**src/rtl/cmd_parser.sv**
```systemverilog
// UART command-frame parser: SOF/CMD/ADDR/DATA/CHK frames drive a 4x8 register file
// and produce a one-byte ACK, NAK or read-data response with an inter-byte timeout.
module cmd_parser #(
    parameter int unsigned CLK_FREQ       = 50_000_000,
    parameter int unsigned TIMEOUT_CYCLES = 500_000
) (
    input  logic       clk,
    input  logic       reset,
    input  logic [7:0] rx_data,
    input  logic       rx_valid,
    input  logic       tx_busy,
    output logic [7:0] tx_data,
    output logic       tx_start,
    output logic [7:0] led,
    output logic       frame_err
);

    localparam int unsigned CNT_W   = 19;
    localparam int unsigned NREGS   = 4;
    localparam int unsigned RADDR_W = 2;

    localparam logic [7:0] SOF      = 8'hAA;
    localparam logic [7:0] CMD_WR   = 8'h01;
    localparam logic [7:0] CMD_RD   = 8'h02;
    localparam logic [7:0] RESP_ACK = 8'h06;
    localparam logic [7:0] RESP_NAK = 8'h15;
    localparam logic [7:0] ADDR_MAX = 8'(NREGS - 1);

    localparam logic [CNT_W-1:0] GAP_MAX = CNT_W'(TIMEOUT_CYCLES - 32'd1);

    // Reject configurations the 19-bit gap counter cannot represent.
    if (CLK_FREQ == 0 || TIMEOUT_CYCLES < 2 || TIMEOUT_CYCLES > (32'd1 << CNT_W)) begin : g_bad_cfg
        $error("cmd_parser: unsupported CLK_FREQ/TIMEOUT_CYCLES");
    end

    typedef enum logic [2:0] {
        IDLE,
        GET_CMD,
        GET_ADDR,
        GET_DATA,
        GET_CHK,
        EXEC,
        RESP_WAIT,
        RESP_SEND
    } state_t;

    state_t state, state_nxt;

    logic             rx_valid_q;
    logic [7:0]       cmd_q, addr_q, data_q;
    logic [CNT_W-1:0] gap_cnt;
    logic [7:0]       regs [NREGS];
    logic             wr_pend;

    logic             accept_c;
    logic             in_frame_c;
    logic             timeout_c;
    logic             frame_ok_c;
    logic             load_resp_c;
    logic [7:0]       resp_c;

    assign accept_c   = rx_valid & ~rx_valid_q;
    assign in_frame_c = (state == GET_CMD) || (state == GET_ADDR) ||
                        (state == GET_DATA) || (state == GET_CHK);
    assign timeout_c  = in_frame_c && (gap_cnt == GAP_MAX);

    // Frame verdict is formed while the CHK byte is on rx_data so it is ready in EXEC.
    assign frame_ok_c  = ((cmd_q ^ addr_q ^ data_q) == rx_data) &&
                         ((cmd_q == CMD_WR) || (cmd_q == CMD_RD)) &&
                         (addr_q <= ADDR_MAX);
    assign load_resp_c = (state == GET_CHK) && accept_c && !timeout_c;

    always_comb begin
        resp_c = RESP_NAK;
        if (frame_ok_c) begin
            resp_c = (cmd_q == CMD_WR) ? RESP_ACK : regs[addr_q[RADDR_W-1:0]];
        end
    end

    always_ff @(posedge clk) begin
        if (!reset) begin
            state <= IDLE;
        end else begin
            state <= state_nxt;
        end
    end

    always_comb begin
        state_nxt = state;
        case (state)
            IDLE:      if (accept_c && rx_data == SOF) state_nxt = GET_CMD;
            GET_CMD:   if (timeout_c) state_nxt = IDLE; else if (accept_c) state_nxt = GET_ADDR;
            GET_ADDR:  if (timeout_c) state_nxt = IDLE; else if (accept_c) state_nxt = GET_DATA;
            GET_DATA:  if (timeout_c) state_nxt = IDLE; else if (accept_c) state_nxt = GET_CHK;
            GET_CHK:   if (timeout_c) state_nxt = IDLE; else if (accept_c) state_nxt = EXEC;
            EXEC:      state_nxt = RESP_WAIT;
            RESP_WAIT: if (!tx_busy) state_nxt = RESP_SEND;
            RESP_SEND: state_nxt = IDLE;
            default:   state_nxt = IDLE;
        endcase
    end

    // Receive edge detect, gap counter and frame field capture.
    always_ff @(posedge clk) begin
        if (!reset) begin
            rx_valid_q <= 1'b0;
            gap_cnt    <= '0;
            cmd_q      <= '0;
            addr_q     <= '0;
            data_q     <= '0;
        end else begin
            rx_valid_q <= rx_valid;
            if (!in_frame_c || accept_c) begin
                gap_cnt <= '0;
            end else begin
                gap_cnt <= gap_cnt + CNT_W'(1);
            end
            if (accept_c) begin
                case (state)
                    GET_CMD:  cmd_q  <= rx_data;
                    GET_ADDR: addr_q <= rx_data;
                    GET_DATA: data_q <= rx_data;
                    default:  ;
                endcase
            end
        end
    end

    // Response, error pulse, transmit request and register-file write.
    always_ff @(posedge clk) begin
        if (!reset) begin
            tx_data   <= '0;
            tx_start  <= 1'b0;
            frame_err <= 1'b0;
            wr_pend   <= 1'b0;
            for (int i = 0; i < NREGS; i++) regs[i] <= '0;
        end else begin
            frame_err <= load_resp_c && !frame_ok_c;
            tx_start  <= (state == RESP_WAIT) && !tx_busy;
            if (load_resp_c) begin
                tx_data <= resp_c;
                wr_pend <= frame_ok_c && (cmd_q == CMD_WR);
            end
            if (state == EXEC && wr_pend) begin
                regs[addr_q[RADDR_W-1:0]] <= data_q;
            end
        end
    end

    assign led = regs[0];

endmodule

```
**config.mk**
```make
export PLATFORM = sky130hd
export DESIGN_NAME = cmd_parser
export DESIGN_NICKNAME = d
export VERILOG_FILES = /design/src/rtl/cmd_parser.sv
export SDC_FILE = /design/constraint.sdc
export NUM_CORES = 1
export LEC_CHECK = 0
export ABC_AREA = 1
export BUFFER_PORTS_ARGS = -buffer_cell sky130_fd_sc_hd__buf_2
export CORE_MARGIN = 4
export CORE_UTILIZATION = 50
export DETAILED_ROUTE_END_ITERATION = 10
export PLACE_DENSITY = 0.68
export SYNTH_ARGS = -nofsm -noshare
export SYNTH_HDL_FRONTEND = slang
export SYNTH_SLANG_ARGS = --single-unit
```
**constraint.sdc**
```tcl
create_clock -name clk -period 1.6 [get_ports clk]
set_input_delay 0.24 -clock clk [delete_from_list [all_inputs] [get_ports clk]]
set_output_delay 0.24 -clock clk [all_outputs]
set_load 0.05 [all_outputs]
```
* After elaboration in Yosys (flattened, before gate mapping)
Memory sizes are Yosys's and may differ from the RTL's. A register that Yosys moved wholly into a read port is not among the register bits.
Cells that the tools add are included.
** Word-level totals
- Register bits after elaboration :: 58
- Bits in writable memories :: 32
- Input bits :: 12
- Output and inout port bits :: 18
- Logic and storage cells :: 84
- Memories :: 1
** Operators by class
- Add/sub/neg operators :: 1
- $lt $le $gt $ge :: 1
- Equality and inequality tests :: 18
- Multiplexer cells :: 22
- Bitwise gates (word level) :: 5
- Reductions and logical operators :: 26
** Memories
- regs :: words 4, width 8, rd ports 2, clocked after Yosys merged registers in 1, wr ports 4, line 52 : logic [7:0] regs [NREGS];
** Operators with widths (count)
- two-way mux 3 bit :: 10
- two-way mux 8 bit :: 3
- case mux 3 bit (8 select lines) :: 1
- adder 19 x 1 -> 19 bit, second input constant :: 1
- equality test 19 bit, second input constant :: 1
- bitwise XOR 8 bit :: 2
- equality test 3 bit, second input constant :: 4
- != test 3 bit, second input constant :: 4
- logical AND 1 bit :: 10
- equality test 8 x 1 -> 1 bit, second input constant :: 1
- equality test 8 x 2 -> 1 bit, second input constant :: 1
- equality test 8 bit :: 1
- equality test 8 bit, second input constant :: 1
- less-or-equal comparator 8 x 2 -> 1 bit, second input constant :: 1
- OR reduction 8 bit :: 1
- equality test 3 x 2 -> 1 bit, second input constant :: 2
- two-way mux 2 bit :: 3
- AND reduction 2 bit :: 3
- AND reduction 6 bit :: 1
- logical OR 1 bit :: 5
- two-way mux 1 bit :: 5
- logical NOT 1 bit :: 4
- != test 2 bit, second input constant :: 2
- equality test 3 x 1 -> 1 bit, second input constant :: 1
- 4 further kinds :: 5

* Logic depth before layout (Yosys ltp)
- Depth in word-level cells :: 8
- Depth in mapped cells :: 14
- Gate-level depth less buffers :: 13

* Worst setup path before layout
No wires, ideal clock.
- Path type :: register -> register
- Start point :: register state[0]
- End point :: memory regs[3][0] (enable)
- Setup time :: 387 ps
- Arrival time :: 1386 ps
- Data required time :: 1213 ps
- Path slack :: -173 ps
- Stages on the path, launching flop included :: 5
- Buffers on the path :: 0
- Clock period less this slack :: 1773 ps
- Cell sequence :: dfxtp_1 -> inv_2 -> nor2_1 -> nand3_1 -> o31ai_1
** RTL lines
- start, declared :: line 47 : state_t state, state_nxt;
- start signal, assigned :: line 84 : state <= state_nxt;
- end, declared :: line 52

* Worst setup path after layout
- Start point :: register cmd_q[3]
- End point :: register wr_pend
** Between the ends
- Word-level cells in the longest chain between the ends :: 6
- Elaborated cells between the ends (all ways) :: 9
- Classes of those cells :: eq/ne (3); bitwise (2); reduce/logical (4)
** RTL lines
- start, declared :: line 50 : logic [7:0] cmd_q, addr_q, data_q;
- start signal, assigned :: line 120 : GET_CMD: cmd_q <= rx_data;
- bitwise XOR 8 bit (2 in a row) :: line 68 : assign frame_ok_c = ((cmd_q ^ addr_q ^ data_q) == rx_data) &&
- equality test 8 bit :: line 68
- logical AND 1 bit :: line 68
- logical AND 1 bit :: line 69 : ((cmd_q == CMD_WR) || (cmd_q == CMD_RD)) &&
- logical AND 1 bit (*) :: line 142 : wr_pend <= frame_ok_c && (cmd_q == CMD_WR);
- end signal, assigned :: line 142
- end, declared :: line 53 : logic wr_pend;
Mark *: on every way between the ends. The rest lies on a longest branch, timed or not.
A chain may end at the register's enable or synchronous reset.

==> results.toml <==
[status]
status = "finished, final reports clean"

[floorplan]
fp-row-count = 33
ios = 30
die_w_um = 100.1
design.core.area_mm2 = 0.008217
start_util_pct = 51.62
die_h_um = 100.1
dieArea_mm2 = 0.01002

[yosys]
synth_nets = 565
synthMuxAreaShare_pct = 0
synthDominantCellAreaShare_pct = 28.32
synth_top_family_by_area = "simple AND/OR/NAND/NOR gates"
ys_top_cells_by_area = "dfxtp_1 (28%), edfxtp_1 (23%), nand2_1 (9.2%), nor2_1 (6.9%), a21oi_1 (6.0%)"
synth_compound_area_share_pct = 14.40
synth_seq_cells = 92
synth_cell_types = 31
synthesis.area_mm2 = 0.004242
synth_xor_area_share_pct = 1.445
synth_simple_gate_area_share_pct = 25.01
syn_area_per_cell_um2 = 7.684
ys_warn_count = 0
yosys.area_share.adder_pct = 0.2950
synth_seq_area_share_pct = 50.97
synthCells = 552
synth_top_area_cell = "dfxtp_1"

[clock_network]
cts_sinks = 92
cts_tree = "built"
clockBufferDepth = 2
root_buffer = "clkbuf_8"
cts_buffers = 9
cts_max_level = 3
path_clk_slew_ns = 0.10
holdBufCountCts = 0
insertion_delay_ns = 0.38

[placement]
port-buffer-count = 29
post-place-cells = 722
place_area_mm2 = 0.004856
dp_slack_ns = -0.02910
gp_congestion = 0.8635
hpwl_mm = 7.578

[routing]
drc = 0
via_per_inst = 5.283
post_drt_wl_per_cell_um = 13.85
firstDrtPassIters = 5
drt_iter0_drc = 221
antenna_left = 0
vias = 3915
totalWireLength_mm = 10.26

[timing]
hold_viol_final = 0
whs_ns = 0.04574
min_period_ns = 1.544
finalClockSkew_ns = 0.01717
slew_viol_final = 0
tightestPinTransition_ns = 0.3367
finalCritPeriodShare_pct = 96.53
timing.fmax_mhz = 647.5
fin_setup_tns_ns = 0
setup_ws_ns = 0.05553
rsz0062_at_grt = "true"
setup_viol = 0
max-slew-margin-rel_pct = 77.55

[critical_path]
worstPathArrival_ns = 1.85
worst-setup-path-type = "reg -> reg"
endpoint_kind = "flop"
start_kind = "flop"
cp.required_ns = 1.91
path_max_fanout = 3

[global_routing]
grt_max_degree = 26
grt_usage_pct = 21.84
grt_pass1_wl_mm = 17.45
antenna_found_initial = 0
gr-total-overflow = 0
grt_pass1_vias = 3761

[finish]
stdcell_area_mm2 = 0.005329
final_cell_mix = "nand2_1 (84), nor2_1 (70), buf_4 (53)"
fin_cells = 741
fill_cells = 711
final_common_cell = "nand2_1"
final_core_util_pct = 64.85
layout-drive-gt1-share_pct = 30.03
diodes = 0
layout.nets = 644
area_growth_syn_to_layout_pct = 25.63

[power_and_ir_drop]
ir_drop_v = 0.0005659
p_per_area_mw_per_mm2 = 1036
power_mw = 5.523
p_leak_nw = 2.117

[job]
max_cap_violations = 0

[hold_path]
hold_class = "in -> reg"
## cell type report
type,instances,area (um^2),share of cell area (%)
clock buffers,9,123.9,2.324
clock inverters,7,82.58,1.550
inverters,69,264.0,4.954
multi-input cells,375,1971,36.98
flip-flops and latches,92,2191,41.11
well taps,105,131.4,2.465
repair buffers,84,565.5,10.61
## final timing paths
check | slack (ns) | start | cells after the start | end
setup / recovery | 0.06 | cmd_q[3]$_SDFFE_PN0P_ | 13 | wr_pend$_SDFFE_PN0P_
hold / removal | 0.05 | tx_busy | 2 | tx_start$_SDFF_PN0_
setup reg to reg | 0.06 | cmd_q[3]$_SDFFE_PN0P_ | 13 | wr_pend$_SDFFE_PN0P_
hold reg to reg | 0.45 | gap_cnt[0]$_SDFF_PP0_ | 1 | gap_cnt[0]$_SDFF_PP0_
## registers in the layout, summed over array words and instances (netlist names), named ones only
signal and count:
frame_err 1, addr_q 8, rx_valid_q 1, regs 32, state 3, tx_data 8, wr_pend 1, gap_cnt 19
data_q 8, cmd_q 8, tx_start 1
## cells by family after synthesis
kind of cell    after synthesis
simple gates                253
compound gates              114
flops                        92
buf+inv                      85
xor+xnor                      7
fa+ha+maj                     1
## where the power goes
part | switching, mW | total, mW | internal, mW | leakage [nW]
combinational | 0.744 | 1.20 | 0.451 | 1.19
sequential | 0.119 | 2.67 | 2.55 | 0.825
clock | 0.908 | 1.65 | 0.747 | 0.0998
## metal layers
layer,up-vias,part of all wire (%),GRT usage [%]
li1,1991,-,-
met1,1813,46,30.33
met2,99,47,34.58
met3,12,6.1,4.934
met4,0,1.3,6.010
met5,-,0,0
## worst max-delay path, stage by stage (launching register included)
cell,delay (ns)
dfxtp_2,0.34
inv_2,0.07
nand2_2,0.07
nand2_2,0.07
nand2_2,0.06
nand3_2,0.05
nand2_1,0.05
nor2_1,0.11
nand2_1,0.07
nor2_2,0.13
buf_4,0.13
nand3_2,0.08
buf_6,0.14
a21oi_1,0.10
## cell usage after synthesis
cell / count
nand2_1: 104
nor2_1: 78
inv_1: 64
dfxtp_1: 60
a21oi_1: 51
o21ai_0: 44
nand3_1: 41
edfxtp_1: 32
nor3_1: 21
clkbuf_1: 8
buf_2: 6
a221oi_1: 5
inv_2: 4
nand4_1: 4
o21ai_1: 4
o22ai_1: 4
xnor2_1: 4
xor2_1: 3
buf_4: 2
o21a_1: 2
a211oi_1: 1
a21o_1: 1
and2_1: 1
clkinv_1: 1
ha_1: 1
nor2_2: 1
nor2_4: 1
nor3b_2: 1
nor4_1: 1
o22a_1: 1
o31ai_1: 1
## repair_timing
item,in CTS,in global routing
pin swaps,0,16
endpoints found under the setup margin,13,72
resized for setup,6,90
buffers inserted,0,3
No activity file was read; power rests on OpenSTA's default activity.
